File: config.mk
export PLATFORM = sky130hd
export DESIGN_NAME = seq_detector_arbiter
export DESIGN_NICKNAME = d
export VERILOG_FILES = /design/src/rtl/seq_detector_pkg.sv /design/src/rtl/seq_detector_step.sv /design/src/rtl/seq_detector_arbiter.sv
export SDC_FILE = /design/constraint.sdc
export NUM_CORES = 1
export LEC_CHECK = 0
export CAP_MARGIN = 10
export CORE_UTILIZATION = 45
export CTS_CLUSTER_DIAMETER = 200
export DETAILED_ROUTE_END_ITERATION = 10
export PLACE_DENSITY = 0.69
export SLEW_MARGIN = 20
export SYNTH_ARGS = -nofsm -noshare
export SYNTH_HDL_FRONTEND = slang
export SYNTH_SLANG_ARGS = --single-unit
File: constraint.sdc
create_clock -name clk -period 2.45 [get_ports clk]
set_input_delay 0.245 -clock clk [delete_from_list [all_inputs] [get_ports clk]]
set_output_delay 0.245 -clock clk [all_outputs]
set_load 0.005 [all_outputs]
File: src/rtl/seq_detector_pkg.sv
// Shared definitions for the two-channel "11011" serial pattern detector.
//   - det_state_t : 3-bit detector context, encodings S0..S1101
//   - ctrl_state_t: arbiter/serialiser controller states (IDLE, SHIFT)
package seq_detector_pkg;

  typedef logic [2:0] det_state_t;

  localparam det_state_t S0    = 3'b000;
  localparam det_state_t S1    = 3'b001;
  localparam det_state_t S11   = 3'b010;
  localparam det_state_t S110  = 3'b011;
  localparam det_state_t S1101 = 3'b100;

  typedef enum logic {
    IDLE  = 1'b0,
    SHIFT = 1'b1
  } ctrl_state_t;

endpackage

File: src/rtl/seq_detector_step.sv
// One combinational step of the overlapping "11011" detector.
// Ports:
//   state      : current detector context
//   bit_in     : serial bit being consumed
//   next_state : context after consuming bit_in
//   hit        : bit_in completed the pattern
module seq_detector_step
  import seq_detector_pkg::*;
(
  input  det_state_t state,
  input  logic       bit_in,
  output det_state_t next_state,
  output logic       hit
);

  always_comb begin
    next_state = S0;
    hit        = 1'b0;
    case (state)
      S0:    next_state = bit_in ? S1   : S0;
      S1:    next_state = bit_in ? S11  : S0;
      S11:   next_state = bit_in ? S11  : S110;
      S110:  next_state = bit_in ? S1101 : S0;
      S1101: begin
        // Overlap: the trailing "11" of a match starts the next one.
        next_state = bit_in ? S11 : S0;
        hit        = bit_in;
      end
      default: next_state = S0;  // unused encodings recover to S0
    endcase
  end

endmodule

File: src/rtl/seq_detector_arbiter.sv
// Shares one bit-serial "11011" detector between two byte-stream channels.
// Each grant accepts one byte, which is shifted MSB-first through the
// detector using that channel's saved context, so patterns spanning byte
// boundaries within a channel are found. Per-channel saturating hit counts.
// Compile option: SEQDET_ARB_FIXED_PRIO_EN -> channel 0 always wins ties;
// otherwise ties are broken round-robin.
// Ports:
//   clk, async_reset_n       : clock, asynchronous active-low reset
//   req_valid[1:0]           : per-channel byte valid
//   req_data0/1              : channel bytes
//   req_ready[1:0]           : one-hot accept pulse (combinational)
//   ser_bit/ser_ch/ser_active: bit presented to the detector, its channel
//   hit/hit_ch               : registered match pulse and its channel
//   hit_count0/1             : saturating per-channel match counts
//   busy                     : controller not idle
module seq_detector_arbiter
  import seq_detector_pkg::*;
#(
  parameter int BYTE_W = 8,
  parameter int CNT_W  = 8
) (
  input  logic              clk,
  input  logic              async_reset_n,
  input  logic [1:0]        req_valid,
  input  logic [BYTE_W-1:0] req_data0,
  input  logic [BYTE_W-1:0] req_data1,
  output logic [1:0]        req_ready,
  output logic              ser_bit,
  output logic              ser_ch,
  output logic              ser_active,
  output logic              hit,
  output logic              hit_ch,
  output logic [CNT_W-1:0]  hit_count0,
  output logic [CNT_W-1:0]  hit_count1,
  output logic              busy
);

  localparam int IDX_W = (BYTE_W > 1) ? $clog2(BYTE_W) : 1;

  ctrl_state_t       state, state_nxt;
  logic [IDX_W-1:0]  bit_idx;
  logic [BYTE_W-1:0] shreg;
  logic              g;
  det_state_t        ctx0, ctx1, ctx_cur, ctx_nxt;
  logic              step_hit;
  logic              shifting, last_bit, any_valid, pick, grant;

  function automatic logic [CNT_W-1:0] sat_inc(input logic [CNT_W-1:0] v);
    return (v == {CNT_W{1'b1}}) ? v : v + 1'b1;
  endfunction

  assign any_valid = |req_valid;
  assign shifting  = (state == SHIFT);
  assign last_bit  = shifting && (bit_idx == '0);
  assign busy      = (state != IDLE);

`ifdef SEQDET_ARB_FIXED_PRIO_EN
  assign pick = ~req_valid[0];
`else
  logic last_grant;
  assign pick = (&req_valid) ? ~last_grant : req_valid[1];
`endif

  // Grant while idle, or on the final bit of a byte so the next byte
  // follows with no bubble. Held off while reset is asserted.
  assign grant     = async_reset_n && any_valid && (!shifting || last_bit);
  assign req_ready = grant ? (pick ? 2'b10 : 2'b01) : 2'b00;

  always_comb begin
    state_nxt  = state;
    ser_active = 1'b0;
    ser_bit    = 1'b0;
    ser_ch     = 1'b0;
    case (state)
      IDLE: if (any_valid) state_nxt = SHIFT;
      SHIFT: begin
        ser_active = 1'b1;
        ser_bit    = shreg[bit_idx];
        ser_ch     = g;
        if ((bit_idx == '0) && !any_valid) state_nxt = IDLE;
      end
      default: state_nxt = IDLE;
    endcase
  end

  assign ctx_cur = g ? ctx1 : ctx0;

  seq_detector_step u_step (
    .state      (ctx_cur),
    .bit_in     (ser_bit),
    .next_state (ctx_nxt),
    .hit        (step_hit)
  );

  always_ff @(posedge clk or negedge async_reset_n) begin
    if (!async_reset_n) state <= IDLE;
    else                state <= state_nxt;
  end

  // Control: grant bookkeeping, detector contexts, hit reporting
  always_ff @(posedge clk or negedge async_reset_n) begin
    if (!async_reset_n) begin
      bit_idx    <= '0;
      g          <= 1'b0;
`ifndef SEQDET_ARB_FIXED_PRIO_EN
      last_grant <= 1'b1;
`endif
      ctx0       <= S0;
      ctx1       <= S0;
      hit        <= 1'b0;
      hit_ch     <= 1'b0;
      hit_count0 <= '0;
      hit_count1 <= '0;
    end else begin
      if (grant) begin
        g          <= pick;
        bit_idx    <= IDX_W'(BYTE_W - 1);
`ifndef SEQDET_ARB_FIXED_PRIO_EN
        last_grant <= pick;
`endif
      end else if (shifting && (bit_idx != '0)) begin
        bit_idx <= bit_idx - 1'b1;
      end

      if (shifting) begin
        if (g) ctx1 <= ctx_nxt;
        else   ctx0 <= ctx_nxt;
      end

      hit    <= shifting && step_hit;
      hit_ch <= shifting && step_hit && g;
      if (shifting && step_hit) begin
        if (g) hit_count1 <= sat_inc(hit_count1);
        else   hit_count0 <= sat_inc(hit_count0);
      end
    end
  end

  // Data: byte capture
  always_ff @(posedge clk) begin
    if (grant) shreg <= pick ? req_data1 : req_data0;
  end

endmodule

-- Yosys cells after proc, flatten, opt, wreduce, memory -nomap -nowiden
Index checks and enable logic that the tools add are counted.
- output and inout port bits: 24
- bits in registers: 38
- multiplexer cells: 21
- order comparisons: 1
- equality and inequality tests: 6
- reductions and logical operators: 21
- $add $sub $neg: 3
- bitwise operators: 5
- operators with widths (operator ; count):
    $add 8x1->8 const B ; 2
    $eq 8x8->1 const B ; 2
    $mux 3 ; 4
    $pmux 3 s4 ; 1
    $mux 1 ; 10
    $mux 8 ; 1
    $logic_and 1x1->1 ; 7
    $eq 3x2->1 const B ; 2
    $logic_not 3->1 ; 2
    $mux 2 ; 3
    $reduce_and 2->1 ; 3
    $reduce_and 3->1 ; 2
    $not 1->1 ; 5
    $lt 3x4->1 const B ; 1
    $reduce_or 2->1 ; 2
    $bmux 1 s3 ; 1
    $eq 3x1->1 const B ; 1
    $eq 3x3->1 const B ; 1
    $reduce_bool 3->1 ; 1
    $sub 3x1->3 const B ; 1
    $logic_not 1->1 ; 2
    $pmux 1 s2 ; 1
    $reduce_bool 2->1 ; 1
    $logic_or 1x1->1 ; 1

-- Logic depth before layout (Yosys ltp)
Gate-level depths: netlist of run 1.
- word-level depth: 6
- gate-level depth with buffers: 8
- depth with buffers taken out: 6

-- Modules after synthesis
From an unflattened synthesis of run 1, not the netlist that was laid out.
- cell total of the unflattened synthesis: 154
- area total of the unflattened synthesis: 1905.6 µm²
- by module, submodules not included (module ; area an instance (µm²) ; cells each ; sequential area each (µm²) ; instances):
    seq_detector_arbiter ; 1844.3 ; 147 ; 992.2 ; 1
    seq_detector_step ; 61.3 ; 7 ; 0.0 ; 1

-- Worst setup path after synthesis of run 1
OpenSTA, ideal clock, no wires.
- kind: register -> register
- start point: register bit_idx[0]
- end point: register g
- data arrival time: 1.746 ns
- data required time: 2.325 ns
- library setup time: 0.125 ns
- setup slack: 0.579 ns
- stages on the path, launching flop included: 7
- clock period less this slack: 1.871 ns
- path through: dfrtp_1 buf_6 inv_1 ha_1 a21oi_1 nor2_1 mux2_2
- word-level cells in the longest chain between the ends: 4
- RTL lines (element ; line ; source):
    start, declared ; seq_detector_arbiter.sv:41 ; logic [IDX_W-1:0] bit_idx;
    start signal, assigned ; seq_detector_arbiter.sv:117 ; bit_idx <= IDX_W'(BYTE_W - 1);
    start signal, assigned ; seq_detector_arbiter.sv:122 ; bit_idx <= bit_idx - 1'b1;
    $logic_not 3->1 ; seq_detector_arbiter.sv:54 ; assign last_bit = shifting && (bit_idx == '0);
    $logic_and 1x1->1 ; seq_detector_arbiter.sv:54 ;
    $logic_or 1x1->1 ; seq_detector_arbiter.sv:66 ; assign grant = async_reset_n && any_valid && (!shifting || last_bit);
    $logic_and 1x1->1 ; seq_detector_arbiter.sv:66 ;
    named net grant ; seq_detector_arbiter.sv:46 ; logic shifting, last_bit, any_valid, pick, grant;
    end signal, assigned ; seq_detector_arbiter.sv:116 ; g <= pick;
    end, declared ; seq_detector_arbiter.sv:43 ; logic g;
The timed path passes the listed nets, and every way through them passes these cells.
A chain may end at the register's enable or synchronous reset.

-- Worst setup path after layout of run 1
- start point: register bit_idx[0]
- end point: output port ser_bit
- word-level cells in the longest chain between the ends: 3
- RTL lines (element ; line ; source):
    $bmux 1 s3 ; seq_detector_arbiter.sv:78 ; ser_bit = shreg[bit_idx];
    $mux 1 (not written as such) ; seq_detector_arbiter.sv:78 ;
    $mux 1 ; seq_detector_arbiter.sv:74 ; case (state)
    end, declared ; seq_detector_arbiter.sv:28 ; output logic ser_bit,
No other way between the ends. The select of a mux whose other input is x is not followed.

==> results of run 1 <==
worst max-delay path by stage:
stage	from	endpoint	slack [ps]	depth (start not counted)
final	bit_idx[0]	ser_bit	90	6
after global routing	bit_idx[0]	ser_bit	-5	6
after CTS	bit_idx[0]	req_ready[0]	80	6
after detailed placement	req_valid[1]	req_ready[1]	330	4
after global placement	async_reset_n	req_ready[1]	400	5
after floorplan	bit_idx[0]	g	580	6
routing by layer:
layer	wire length [um]	GRT usage	vias up
met2	1960	0.294	42
met1	1890	0.262	718
li1	-	-	739
met5	0	0	-
met3	185	0.0733	2
met4	21	0.0833	0
report_power, final:
group          switching [W]  internal [W]  total (W)
Sequential          0.000147      0.000791   0.000938
Combinational       0.000506      0.000504    0.00101
Clock               0.000209      0.000227   0.000436
Total               0.000862       0.00152    0.00238
worst max-delay path, cell delays in order, from the launching register on:
cell and delay (ps):
dfrtp_2 440, buf_4 150, mux2i_1 120, nand3_1 100, nand4_2 280, nor2_1 220, clkdlybuf4s50_1 520
flip-flops by register name, indices dropped and copies added (netlist names), 3 cells and up:
register    cells
hit_count1      8
ctx1            3
shreg           8
bit_idx         3
ctx0            3
hit_count0      8
layout make-up:
| cell class | count | share of cell area |
|---|---|---|
| flip-flops and latches | 38 | 0.383 |
| multi-input cells | 121 | 0.346 |
| repair buffers | 53 | 0.196 |
| clock buffers | 7 | 0.0333 |
| well taps | 50 | 0.0241 |
| inverters | 11 | 0.0159 |
| clock inverters | 1 | 0.00193 |
cells in the mapped netlist, types with 2 or more instances:
master     instances
a21oi_1            4
a2bb2oi_1          3
buf_4              2
buf_6              3
dfrtp_1           29
edfxtp_1           8
ha_1               4
inv_1             11
mux2_1             4
mux2_2            10
mux2i_1            4
nand2_1           11
nand2b_1           4
nand3_1           10
nand4_1            3
nor2_1             8
nor3_1             5
nor4_1             5
nor4_2             2
o21ai_0            3
o21ai_1            2
or3_1              3
or4_1              3
xnor2_1            5
xor2_1            10
timing repair:
action,CTS,global route
setup buffers,0,3
endpoints found under the setup margin,0,2
endpoints found under the hold margin,0,0
resized for setup,0,3
hold buffers,0,0
cell families after synthesis:
group / synth area share
buffers and inverters: 0.0498
AND/OR/NAND/NOR: 0.181
XOR/XNOR: 0.0744
multiplexers: 0.0996
flip-flops: 0.500
AO/OA/AOI/OAI: 0.0706
adder cells (fa/ha/maj): 0.0252
placed cells by master, fill, tap and decap left out, types with 2 or more instances in the layout:
cell	Yosys	routed
a21oi_1	4	4
a2bb2oi_1	3	3
buf_4	2	10
clkbuf_8	0	6
clkdlybuf4s50_1	0	42
dfrtp_1	29	28
edfxtp_1	8	8
ha_1	4	3
inv_1	11	11
mux2_1	4	4
mux2_2	10	10
mux2i_1	4	4
nand2_1	11	11
nand2b_1	4	4
nand3_1	10	10
nand4_1	3	3
nor2_1	8	8
nor3_1	5	5
nor4_1	5	5
nor4_2	2	2
o21ai_0	3	3
o21ai_1	2	2
or3_1	3	3
or4_1	3	3
xnor2_1	5	5
xor2_1	10	10
per-stage QoR:
| step | setup TNS [ps] | setup slack, ps | hold slack (ps) |
|---|---|---|---|
| after floorplan | 0 | 579 | -50.6 |
| after global placement | 0 | 402 | 486 |
| after detailed placement | 0 | 332 | 502 |
| after CTS | 0 | 79.8 | 469 |
| after global routing | -5.26 | -5.26 | 488 |
| final | 0 | 92.4 | 477 |
==> flow_summary.yaml, run 1 <==
cts:
  htreeDepth: 2
  clock_path_buffers: 2
  clock_latency_ps: 290
  cts_tree: "yes"
  cts.clk_slew.worst_paths_ps: 70
  numCtsBuffers: 5
  clock-root-buffer: "clkbuf_8"
  clock-sinks: 38
yosys:
  postSynth.asyncResetShare: 0.789
  synth_area_leaders: "dfrtp_1 (37%), edfxtp_1 (12%), mux2_2 (5.7%)"
  yosysTopAreaCellShare: 0.365
  synth_ff_type: "dfrtp_1"
  yosysWarnings: 0
  seq_area_frac_synth: 0.500
  syn_nets: 201
  synth_edf_count: 8
  synth_cells: 177
  netlist_area_sq_um: 1990
  synth_cell_types: 46
  ys_ff_latch: 38
  synth_top_area_cell: "dfrtp_1"
  synth_area_per_cell_sq_um: 11.2
run_status:
  status: "complete, no violations"
route:
  drtIter0Drc: 85
  firstDrtPassIters: 4
  vias: 1501
  wirelength_mm: 4.05
  post-route-drc-count: 0
  postRouteAntennaNets: 0
  detail_route.wl_per_cell_um: 14.4
  viasPerCell: 5.34
grt:
  grt_pass1_wl_mm: 6.71
  antenna_found_initial: 0
  grt_usage: 0.200
  gr-total-overflow: 0
  grt_pass1_vias: 1491
  grt_max_degree: 31
layout:
  fillers: 337
  seq_area_sq_um: 993
  syn2layout_area_growth_pct: 30.6
  fin_nets: 254
  final_layout_size_suffix_gt1_frac: 0.156
  diodes: 0
  design_area_sq_um: 2590
  multi_input_area_sq_um: 897
  postLayoutCoreUtil: 0.630
  instances_no_fill: 281
die:
  initial_utilization: 0.483
  die_height_um: 68.4
  dieArea_sq_um: 4680
  fp.coreArea_sq_um: 4120
  num_io_pins: 44
  die_x_um: 68.4
  row_count: 23
critical_path:
  cp.required_ps: 2200
  crit_path_start_kind: "flip-flop"
  r2r_setup_slack_ps: 290
  critPathCaptureType: "primary output"
  r2r_cells: 7
  crit_arrival_ps: 2110
  timing.rr.start: "bit_idx[0]"
  critPathKind: "flip-flop to primary output"
  cp_max_fo: 11
  r2r-end: "hit_count0[4]"
place:
  place_hpwl_mm: 3.02
  dp.cells: 270
  gp_congestion: 0.722
  port_buffers: 43
  placed_cell_area_sq_um: 2470
sta:
  drv_slew: 0
  fmax_mhz: 424
  hold_viol_final: 0
  finClkSkew_ps: 6.75
  period_share: 0.962
  worst_pin_slew_ps: 505
  period_needed_ps: 2360
  maxSlewHeadroom: 0.660
  setup_viol: 0
job:
  max-cap-violations: 0
power_and_ir_drop:
  power.total_w: 0.00238
  powerDensity_nw_per_um2: 919
  p_leak_nw: 1.14
  ir_drop_v: 0.000399
hold_path:
  min_path_type: "input port to async pin"
(Power assumes the default switching activity.)
==> inputs of run 2 (changes only) <==
--- a/config.mk
+++ b/config.mk
@@ -6,10 +6,12 @@
 export NUM_CORES = 1
 export LEC_CHECK = 0
 export CAP_MARGIN = 10
-export CORE_UTILIZATION = 45
+export CELL_PAD_IN_SITES_DETAIL_PLACEMENT = 0
+export CELL_PAD_IN_SITES_GLOBAL_PLACEMENT = 1
+export CORE_UTILIZATION = 39
 export CTS_CLUSTER_DIAMETER = 200
 export DETAILED_ROUTE_END_ITERATION = 10
-export PLACE_DENSITY = 0.69
+export PLACE_DENSITY = 0.76
 export SLEW_MARGIN = 20
 export SYNTH_ARGS = -nofsm -noshare
 export SYNTH_HDL_FRONTEND = slang
==> run 2 against run 1 <==
Against the previous run:
- clock power increased by 2%
- non-clock buffer count decreased by 3
- die area increased by 15%
- count of clock-buffer cells in the layout increased by 1
- worst hold slack got worse by 1.3 ps
- global-route usage decreased by 2.0 points
- worst setup slack improved by 100 ps
- routed wire length increased by 0.64%
- critical path type unchanged
- critical endpoint unchanged
==> flow_summary.yaml, run 2 (synthesis results as in run 1) <==
cts:
  ctsHoldBuffers: 0
  clock-root-buffer: "clkbuf_8"
  htreeDepth: 2
  cts.clk_slew.worst_paths_ps: 70
  clock_latency_ps: 290
  clock_path_buffers: 2
  numCtsBuffers: 5
  clock-sinks: 38
  cts_tree: "yes"
die:
  initial_utilization: 0.412
  num_io_pins: 44
  dieArea_sq_um: 5380
  die_x_um: 73.4
  die_height_um: 73.4
  row_count: 25
  fp.coreArea_sq_um: 4820
route:
  viasPerCell: 5.02
  top_layer_used: "met4"
  dr_wl_met3_um: 162
  firstDrtPassIters: 4
  postRouteAntennaNets: 0
  detail_route.wl_per_cell_um: 13.8
  vias: 1480
  wirelength_mm: 4.08
  drtIter0Drc: 43
  m1WireLength_mm: 1.87
  post-route-drc-count: 0
  route.met2.wl_mm: 1.98
power_and_ir_drop:
  p_leak_nw: 1.12
  pwr-share-comb: 0.405
  ir_drop_v: 0.000368
  seq_power_share: 0.405
  p_sw_w: 0.000841
  powerDensity_nw_per_um2: 902
  sw_frac_of_total: 0.360
  p_int_w: 0.00149
  power.share.clock: 0.190
grt:
  antenna_found_initial: 0
  gr-total-overflow: 0
  grt_pass1_wl_mm: 7.19
  grt_max_degree: 31
  grt_usage: 0.179
  grt_pass1_vias: 1541
critical_path:
  timing.rr.start: "bit_idx[0]"
  cp.required_ps: 2200
  critPathCaptureType: "primary output"
  crit_arrival_ps: 2010
  critPathKind: "flip-flop to primary output"
  crit_path_start_kind: "flip-flop"
  setup.worst_path.start: "bit_idx[0]"
  cp_max_fo: 10
hold_path:
  min_path_type: "input port to async pin"
sta:
  hold_viol_final: 0
  maxSlewHeadroom: 0.683
  fin_ws_ps: 195
  drv_slew: 0
  period_share: 0.921
  worst_pin_slew_ps: 472
  whs_ps: 476
  tns_ps: 0
  rsz0062_at_grt: "no"
  finClkSkew_ps: 5.77
  setup_viol: 0
  period_needed_ps: 2260
  fmax_mhz: 443
place:
  place_ws_ps: 312
  place_hpwl_mm: 3.06
  gp_congestion: 0.817
  port_buffers: 43
layout:
  fin_nets: 251
  diodes: 0
  syn2layout_area_growth_pct: 30.4
  multi_input_area_sq_um: 895
  layout_common_cells: "clkdlybuf4s50_1 (42), dfrtp_1 (28), nand2_1 (11)"
  reg.largest.list: "hit_count0: 8 flops, hit_count1: 8 flops, shreg: 8 flops"
  final_common_cell: "clkdlybuf4s50_1"
  seq_area_sq_um: 993
  fillers: 446
  final_layout_size_suffix_gt1_frac: 0.140
  postLayoutCoreUtil: 0.537
job:
  max-cap-violations: 0
run_status:
  status: "complete, no violations"
[run 2: cell types whose count changed in the layout (fill, tap and decap cells not counted), sizes merged]
cell	before	now
clkinv	1	0
buf	10	7
clkbuf	7	8
[run 2: area by class of cell]
| class | count | area share |
|---|---|---|
| Inverter | 11 | 0.0159 |
| Timing Repair Buffer | 50 | 0.188 |
| Clock buffer | 8 | 0.0348 |
| Sequential cell | 38 | 0.384 |
| Multi-Input combinational cell | 121 | 0.346 |
| Tap cell | 67 | 0.0324 |
[run 2: repair_timing]
item | CTS | global route
gates resized for setup | 0 | 3
endpoints found under the setup margin | 0 | 3
setup buffers | 0 | 0
[run 2: per-stage QoR]
| step | power, W | cell area (sq um) | std cells |
|---|---|---|---|
| floorplan | 0.00162 | 1990 | 177 |
| global placement | 0.00187 | 2490 | 287 |
| detailed placement | 0.00191 | 2490 | 287 |
| CTS | 0.00236 | 2580 | 295 |
| global route | 0.00254 | 2590 | 295 |
| finish | 0.00233 | 2590 | 295 |
[run 2: worst paths after layout]
kind,to,slack [ps],depth (start not counted)
setup / recovery,ser_bit,190,5
hold / removal,hit_count1[3],480,2
setup reg to reg,hit_count1[7],380,6
hold reg to reg,hit_count0[7],500,1
max in group asynchronous,last_grant,1660,2
min in group clk,hit_count0[7],500,1
[run 2: worst max-delay path: stages, from the launching register on]
cell and delay [ps]:
dfrtp_2 470, mux2i_1 150, nand3_1 100, nand4_2 270, nor2_1 210, clkdlybuf4s50_1 520
[run 2: layer usage]
layer  GRT usage  up-vias
li1            -      734
met1       0.220      704
met2       0.299       35
met3      0.0453        7
met4      0.0769        0
met5           0        -
[run 2: power by group through the flow]
| stage | clock, W | combinational, W | sequential (W) |
|---|---|---|---|
| after floorplan | 0 | 0.000727 | 0.000892 |
| after detailed placement | 0 | 0.000952 | 0.000953 |
| after global routing | 0.000485 | 0.00108 | 0.000972 |
| final | 0.000444 | 0.000945 | 0.000946 |
| after global placement | 0 | 0.000920 | 0.000946 |
| after CTS | 0.000461 | 0.000956 | 0.000941 |
==> inputs of run 3 (changes only) <==
--- a/config.mk
+++ b/config.mk
@@ -9,7 +9,6 @@
 export CELL_PAD_IN_SITES_DETAIL_PLACEMENT = 0
 export CELL_PAD_IN_SITES_GLOBAL_PLACEMENT = 1
 export CORE_UTILIZATION = 39
-export CTS_CLUSTER_DIAMETER = 200
 export DETAILED_ROUTE_END_ITERATION = 10
 export PLACE_DENSITY = 0.76
 export SLEW_MARGIN = 20
==> results of run 3 <==
No change in the layout: final DEF, timing and power equal those of run 2.
